===== src/rtl/iso14443a_pkg.sv =====
`default_nettype none
// ============================================================================
// iso14443a_pkg : shared ISO 14443-A PCD->PICC link definitions
// Rev 1.0
// ============================================================================
package iso14443a_pkg;

    typedef enum logic [1:0] {
        ST_IDLE   = 2'd0,
        ST_DATA   = 2'd1,
        ST_PARITY = 2'd2
    } state_e;

    localparam int ETU_CLKS        = 8;
    localparam int DEFAULT_TIMEOUT = 3 * ETU_CLKS;

endpackage
`default_nettype wire


===== src/rtl/iso14443a_deframer_if.sv =====
`default_nettype none
// ============================================================================
// iso14443a_deframer_if : decoded-bit input and frame-event output bundle
// Rev 1.0
// ============================================================================
interface iso14443a_deframer_if #(
    parameter int CNT_W = 6
);
    logic             in_enable;
    logic             in_bit_valid;
    logic             in_bit;
    logic             out_sof;
    logic [7:0]       out_byte;
    logic             out_byte_valid;
    logic             out_parity_err;
    logic             out_short_frame;
    logic             out_eof;
    logic             out_frame_err;
    logic [CNT_W-1:0] out_byte_count;

    modport master (
        output in_enable, in_bit_valid, in_bit,
        input  out_sof, out_byte, out_byte_valid, out_parity_err,
               out_short_frame, out_eof, out_frame_err, out_byte_count
    );

    modport slave (
        input  in_enable, in_bit_valid, in_bit,
        output out_sof, out_byte, out_byte_valid, out_parity_err,
               out_short_frame, out_eof, out_frame_err, out_byte_count
    );
endinterface
`default_nettype wire


===== src/rtl/iso14443a_idle_timer.sv =====
`default_nettype none
// ============================================================================
// iso14443a_idle_timer : clock counter with clear, enable and terminal flag
// Rev 1.0
// ============================================================================
module iso14443a_idle_timer #(
    parameter int TIMEOUT = 24
) (
    input  wire logic clk,
    input  wire logic rst,
    input  wire logic i_clear,
    input  wire logic i_enable,
    output logic      o_tc
);
    localparam int CW = $clog2(TIMEOUT + 1);

    logic [CW-1:0] count_q;
    logic [CW-1:0] count_d;
    logic          at_limit;

    assign at_limit = (count_q == CW'(TIMEOUT));
    assign o_tc     = at_limit;

    // Holds at the limit so the flag stays up until the owner clears it.
    always_comb begin
        count_d = count_q;
        if (i_clear) begin
            count_d = '0;
        end else if (i_enable && !at_limit) begin
            count_d = count_q + CW'(1);
        end
    end

    always_ff @(posedge clk or posedge rst) begin
        if (rst) begin
            count_q <= '0;
        end else begin
            count_q <= count_d;
        end
    end
endmodule
`default_nettype wire


===== src/rtl/iso14443a_deframer.sv =====
`default_nettype none
// ============================================================================
// iso14443a_deframer : ISO 14443-A reader-to-tag frame deframer (106 kb/s)
// Rev 1.0
// ============================================================================
module iso14443a_deframer
    import iso14443a_pkg::*;
#(
    parameter int TIMEOUT = DEFAULT_TIMEOUT,
    parameter int CNT_W   = 6
) (
    input  wire logic           clk,
    input  wire logic           rst,
    iso14443a_deframer_if.slave bus
);
    state_e           state_q,      state_d;
    logic [7:0]       sreg_q,       sreg_d;
    logic [3:0]       bitcnt_q,     bitcnt_d;
    logic [CNT_W-1:0] byte_count_q, byte_count_d;
    logic             sof_q,        sof_d;
    logic [7:0]       byte_q,       byte_d;
    logic             byte_valid_q, byte_valid_d;
    logic             parity_err_q, parity_err_d;
    logic             short_q,      short_d;
    logic             eof_q,        eof_d;
    logic             frame_err_q,  frame_err_d;

    logic strobe;
    logic timer_en;
    logic timer_tc;
    logic have_bytes;
    logic count_max;

    assign strobe     = bus.in_enable && bus.in_bit_valid;
    assign timer_en   = bus.in_enable && (state_q != ST_IDLE);
    assign have_bytes = (byte_count_q != '0);
    assign count_max  = (byte_count_q == {CNT_W{1'b1}});

    iso14443a_idle_timer #(
        .TIMEOUT (TIMEOUT)
    ) u_idle_timer (
        .clk      (clk),
        .rst      (rst),
        .i_clear  (strobe || !timer_en),
        .i_enable (timer_en),
        .o_tc     (timer_tc)
    );

    always_comb begin
        state_d      = state_q;
        sreg_d       = sreg_q;
        bitcnt_d     = bitcnt_q;
        byte_count_d = byte_count_q;
        byte_d       = byte_q;
        sof_d        = 1'b0;
        byte_valid_d = 1'b0;
        parity_err_d = 1'b0;
        short_d      = 1'b0;
        eof_d        = 1'b0;
        frame_err_d  = 1'b0;

        if (!bus.in_enable) begin
            state_d      = ST_IDLE;
            sreg_d       = '0;
            bitcnt_d     = '0;
            byte_count_d = '0;
            byte_d       = '0;
        end else begin
            case (state_q)
                ST_IDLE: begin
                    if (strobe && !bus.in_bit) begin
                        sof_d        = 1'b1;
                        sreg_d       = '0;
                        bitcnt_d     = '0;
                        byte_count_d = '0;
                        state_d      = ST_DATA;
                    end
                end
                ST_DATA: begin
                    if (strobe) begin
                        sreg_d   = {bus.in_bit, sreg_q[7:1]};
                        bitcnt_d = bitcnt_q + 4'd1;
                        if (bitcnt_q == 4'd7) begin
                            state_d = ST_PARITY;
                        end
                    end else if (timer_tc) begin
                        // A single trailing 0 is the end-of-communication symbol.
                        eof_d       = 1'b1;
                        state_d     = ST_IDLE;
                        frame_err_d = !(have_bytes &&
                                        ((bitcnt_q == 4'd0) ||
                                         ((bitcnt_q == 4'd1) && !sreg_q[7])));
                    end
                end
                ST_PARITY: begin
                    if (strobe) begin
                        byte_d       = sreg_q;
                        byte_valid_d = 1'b1;
                        parity_err_d = (bus.in_bit != ~^sreg_q);
                        bitcnt_d     = '0;
                        state_d      = ST_DATA;
                        if (!count_max) begin
                            byte_count_d = byte_count_q + CNT_W'(1);
                        end
                    end else if (timer_tc) begin
                        eof_d   = 1'b1;
                        state_d = ST_IDLE;
                        // 7 data bits plus the EOC 0 already sit in sreg.
                        if (!have_bytes && !sreg_q[7]) begin
                            byte_d       = {1'b0, sreg_q[6:0]};
                            byte_valid_d = 1'b1;
                            short_d      = 1'b1;
                            byte_count_d = CNT_W'(1);
                        end else begin
                            frame_err_d = 1'b1;
                        end
                    end
                end
                default: begin
                    state_d = ST_IDLE;
                end
            endcase
        end
    end

    always_ff @(posedge clk or posedge rst) begin
        if (rst) begin
            state_q      <= ST_IDLE;
            sreg_q       <= '0;
            bitcnt_q     <= '0;
            byte_count_q <= '0;
            sof_q        <= 1'b0;
            byte_q       <= '0;
            byte_valid_q <= 1'b0;
            parity_err_q <= 1'b0;
            short_q      <= 1'b0;
            eof_q        <= 1'b0;
            frame_err_q  <= 1'b0;
        end else begin
            state_q      <= state_d;
            sreg_q       <= sreg_d;
            bitcnt_q     <= bitcnt_d;
            byte_count_q <= byte_count_d;
            sof_q        <= sof_d;
            byte_q       <= byte_d;
            byte_valid_q <= byte_valid_d;
            parity_err_q <= parity_err_d;
            short_q      <= short_d;
            eof_q        <= eof_d;
            frame_err_q  <= frame_err_d;
        end
    end

    assign bus.out_sof         = sof_q;
    assign bus.out_byte        = byte_q;
    assign bus.out_byte_valid  = byte_valid_q;
    assign bus.out_parity_err  = parity_err_q;
    assign bus.out_short_frame = short_q;
    assign bus.out_eof         = eof_q;
    assign bus.out_frame_err   = frame_err_q;
    assign bus.out_byte_count  = byte_count_q;
endmodule
`default_nettype wire


===== src/flat_wrapper.sv =====
// flat-port wrapper written by rule: the top's interface ports become plain ports
module iso14443a_deframer_flat import iso14443a_pkg::*;
#(
    parameter int TIMEOUT = DEFAULT_TIMEOUT,
    parameter int CNT_W   = 6
)
  (clk, rst, bus_in_enable, bus_in_bit_valid, bus_in_bit, bus_out_sof, bus_out_byte, bus_out_byte_valid, bus_out_parity_err, bus_out_short_frame, bus_out_eof, bus_out_frame_err, bus_out_byte_count);
  iso14443a_deframer_if #(.CNT_W(CNT_W)) bus_i ();
  input  wire logic clk;
  input  wire logic rst;
  input wire logic [$bits(bus_i.in_enable)-1:0] bus_in_enable;
  input wire logic [$bits(bus_i.in_bit_valid)-1:0] bus_in_bit_valid;
  input wire logic [$bits(bus_i.in_bit)-1:0] bus_in_bit;
  output wire logic [$bits(bus_i.out_sof)-1:0] bus_out_sof;
  output wire logic [$bits(bus_i.out_byte)-1:0] bus_out_byte;
  output wire logic [$bits(bus_i.out_byte_valid)-1:0] bus_out_byte_valid;
  output wire logic [$bits(bus_i.out_parity_err)-1:0] bus_out_parity_err;
  output wire logic [$bits(bus_i.out_short_frame)-1:0] bus_out_short_frame;
  output wire logic [$bits(bus_i.out_eof)-1:0] bus_out_eof;
  output wire logic [$bits(bus_i.out_frame_err)-1:0] bus_out_frame_err;
  output wire logic [$bits(bus_i.out_byte_count)-1:0] bus_out_byte_count;
  assign bus_i.in_enable = bus_in_enable;
  assign bus_i.in_bit_valid = bus_in_bit_valid;
  assign bus_i.in_bit = bus_in_bit;
  assign bus_out_sof = bus_i.out_sof;
  assign bus_out_byte = bus_i.out_byte;
  assign bus_out_byte_valid = bus_i.out_byte_valid;
  assign bus_out_parity_err = bus_i.out_parity_err;
  assign bus_out_short_frame = bus_i.out_short_frame;
  assign bus_out_eof = bus_i.out_eof;
  assign bus_out_frame_err = bus_i.out_frame_err;
  assign bus_out_byte_count = bus_i.out_byte_count;
  iso14443a_deframer #(.TIMEOUT(TIMEOUT), .CNT_W(CNT_W)) u_core (.clk(clk), .rst(rst), .bus(bus_i));
endmodule

===== config.mk =====
export PLATFORM = sky130hd
export DESIGN_NAME = iso14443a_deframer_flat
export DESIGN_NICKNAME = d
export VERILOG_FILES = /design/src/rtl/iso14443a_pkg.sv /design/src/rtl/iso14443a_deframer_if.sv /design/src/rtl/iso14443a_idle_timer.sv /design/src/rtl/iso14443a_deframer.sv /design/src/flat_wrapper.sv
export SDC_FILE = /design/constraint.sdc
export NUM_CORES = 1
export LEC_CHECK = 0
export BUFFER_PORTS_ARGS = -buffer_cell sky130_fd_sc_hd__buf_4
export CAP_MARGIN = 20
export CORE_ASPECT_RATIO = 0.75
export CORE_MARGIN = 1.5
export CORE_UTILIZATION = 34
export DETAILED_ROUTE_END_ITERATION = 10
export GPL_TIMING_DRIVEN = 0
export MAX_ROUTING_LAYER = met4
export SLEW_MARGIN = 40
export SYNTH_ARGS = -nofsm -noshare
export SYNTH_HDL_FRONTEND = slang
export SYNTH_SLANG_ARGS = --single-unit

===== constraint.sdc =====
create_clock -name clk -period 5.5 [get_ports clk]
set_input_delay 1.1 -clock clk [delete_from_list [all_inputs] [get_ports clk]]
set_output_delay 1.1 -clock clk [all_outputs]
set_load 0.05 [all_outputs]

==> key figures <==
Run status
  • Status: finished, final reports clean

Cells and area
  • Layout cells sized above 1: 0.156
  • Fin cells: 322
  • Area occupied by multi-input gates: 977 um2
  • Area grow syn2layout: 21.7%
  • Ant diodes: 0
  • FF+latch area: 976 um2
  • Layout fillers: 576
  • Fin nets: 259

Synthesis
  • Synth cell count leaders: 39 x dfrtp_1, 28 x nand2_1, 22 x o21ai_0, 19 x nor2_1, 13 x inv_1
  • Synth warnings: 0
  • Area leader, netlist: dfrtp_1
  • Post-Syn Instances: 211
  • Ys async rst share: 1.00
  • Yosys reg bits: 39
  • Syn Nets: 227
  • Ranking of synthesized cells by area: dfrtp_1 48%, ha_1 6.8%, o21ai_0 5.5%
  • Post-synthesis compound-gate area fraction: 0.177
  • Sequential area share after synthesis: 0.484
  • Synthesized area: 2020 um2
  • EDFF count, synth: 0
  • Multiplexer share of the synthesized area: 0
  • Synth unique cells: 37
  • Top-count cell post-synth: dfrtp_1
  • Synth Flop Type: dfrtp_1
  • Top-area cell type share of the netlist area: 0.484
  • Synth Area in Adders: 0.0682
  • Main combinational cell family by area after synthesis: simple AND/OR/NAND/NOR gates
  • XOR/XNOR Fraction of Synth Area: 0.0521
  • Post-Syn Area per Cell: 9.56 um2
  • Post-Synth Simple-Gate Area: 0.187

Clocking
  • Clock latency on the worst-skew pair: 0.28 ns
  • Worst-path clk slew: 0.08 ns
  • CTS Buf Count: 5
  • CTS Root Cell: clkbuf_8
  • Clock sink count: 39
  • Post-CTS Hold Fix Bufs: 0
  • # Post-CTS Setup Buffers: 0
  • CTS tree: built
  • H-tree depth: 2
  • Post-CTS sizing: 0
  • Longest Clk Path Bufs: 2

Route
  • Routed Wire Length: 4210 um
  • Drt first pass iters: 4
  • DRT antenna net count: 0
  • Drt wl/cell: 13.1 um
  • Vias post-DR: 1571
  • Vias/cell: 4.88
  • DRC viols: 0
  • DRT iter0 DRCs: 62

STA
  • Slew @ Worst Pin: 0.683 ns
  • Period utilization: 0.443
  • Max Fclk: 0.410 GHz
  • Slew HR: 0.545
  • Pins Over Slew Limit: 0
  • Tmin final: 2.44 ns
  • Final setup violation count: 0
  • Fin Setup TNS: 0 ns
  • Setup Skew: 0.00803 ns
  • Final Hold Fails: 0
  • Unrepaired setup endpoints after global routing: no

Power and ir drop
  • Leak Pwr: 1.13 nW
  • Net Sw Power: 0.000238 W
  • Switching share of power: 0.302
  • Clock power frac: 0.355
  • Combinational group share of total power: 0.242
  • Int Pwr: 0.000551 W
  • PD cells: 322 nW/um2
  • Reg power frac: 0.403
  • Worst vdd ir: 0.000106 V

Worst setup path
  • CP max FO: 10
  • Startpoint class of the critical path: input pin
  • Reg-to-reg setup timing slack: 3.24 ns
  • CP arrival: 2.63 ns
  • WS Path Type: in -> reg
  • Critical Path End Type: register
  • Worst EP required: 5.69 ns

Floorplanning
  • Horiz. Die Dim: 91.9 um
  • Die ar.: 6410 um2
  • I/O pin cnt: 25
  • Initial core utilization: 0.350
  • Row cnt: 24
  • Chip Height: 69.7 um
  • Area of the core: 5770 um2

Global route
  • Largest net degree at the start of global routing: 21
  • Initial antenna violation count: 0
  • Grt met3 use: 0.0362
  • Vias in the first global route: 1541
  • Met1 Resource Use GR: 0.201
  • Busiest layer in global routing: met2
  • GR Overflow Total: 0
  • Met2 Use GR: 0.212
  • Gr usage total: 0.146
  • First-pass GRT wire length: 7180 um

Flow run
  • MaxCap Viol Count: 0

Place
  • GPL Wtd Cong: 0.796
  • Post-DP HPWL: 3040 um
  • Port Buffers: 24
  • DP Cell Count: 314

Hold path
  • Worst min path class: reg -> reg
[flip-flops by register name (all words and copies together) (netlist names)]
| register | flops |
|---|---|
| u_core.bus.out_byte_count | 6 |
| u_core.bus.out_eof | 1 |
| u_core.bus.out_parity_err | 1 |
| u_core.bus.out_byte | 8 |
| u_core.bus.out_short_frame | 1 |
| u_core.bus.out_frame_err | 1 |
| u_core.state_q | 2 |
| u_core.bitcnt_q | 4 |
| u_core.u_idle_timer.count_q | 5 |
| u_core.sreg_q | 8 |
| u_core.bus.out_byte_valid | 1 |
| u_core.bus.out_sof | 1 |
[cells by family (layout without fill, tap and decap cells)]
| kind of cell | after synthesis | count (layout) |
|---|---|---|
| and+or+nand+nor | 77 | 77 |
| buffers and inverters | 17 | 50 |
| xor gates and xnor gates | 12 | 12 |
| adders and majority gates | 11 | 11 |
| AOI/OAI and AO/OA | 55 | 55 |
| DFF | 39 | 39 |
[worst max-delay path: stages]
cell and delay, ns:
buf_4 0.11, clkbuf_1 0.35, and2_0 0.37, nand2_1 0.21, or2_4 0.30, o31ai_1 0.19
[worst paths after layout]
check                                        from                            to  depth (start not counted)
min                        u_core.bus.out_byte[0]        u_core.bus.out_byte[0]                          1
max                              bus_in_bit_valid  u_core.bus.out_byte_count[4]                          6
max reg2reg                     u_core.state_q[0]  u_core.bus.out_byte_count[3]                          8
max in group asynchronous                     rst            u_core.bus.out_eof                          3
min reg2reg                u_core.bus.out_byte[0]        u_core.bus.out_byte[0]                          1
min in group asynchronous                     rst        u_core.bus.out_byte[6]                          2
[routing by layer]
layer,vias up,part of all wire
met4,0,0.011
met5,-,0
met2,31,0.43
met1,742,0.53
met3,4,0.032
li1,794,-
[power by group through the flow]
stage / clock network, W / registers (W) / logic, W
after global placement: 0 / 0.000324 / 0.000185
after floorplan: 0 / 0.000329 / 0.000135
final: 0.000280 / 0.000318 / 0.000191
after global routing: 0.000302 / 0.000321 / 0.000215
after CTS: 0.000288 / 0.000319 / 0.000192
after detailed placement: 0 / 0.000324 / 0.000190
[placed cells by master, fill, tap and decap left out, drive strengths merged, types with 3 or more instances in the layout]
master  count
dfrtp      39
buf        26
nand2b      5
xor2        4
ha         11
nor2b       3
inv        13
clkbuf      9
nor4        3
nand2      28
o21ai      22
xnor2       8
and2        4
a21oi      10
a22o        7
o31ai       4
nor2       20
nand3       6
[cell type report]
class / count / area share
Multi-Input combinational cell: 155 / 0.398
Tap cell: 78 / 0.0398
Sequential cell: 39 / 0.398
Clock buffer: 6 / 0.0296
Clock inverter: 2 / 0.0245
Inverter: 13 / 0.0199
Buffer: 4 / 0.00612
Timing Repair Buffer: 25 / 0.0846
[per-stage QoR]
step,hold slack (ns),utilization,power (W),area (um2),setup WS (ns)
final,0.507,0.426,0.000789,2450,3.06
after floorplan,0.469,-,0.000464,2020,3.23
after detailed placement,0.495,0.403,0.000515,2320,2.78
after CTS,0.513,0.426,0.000798,2450,3.08
after global placement,0.491,0.398,0.000509,2290,2.78
after global routing,0.525,0.426,0.000838,2450,2.97
(Power assumes the default switching activity.)
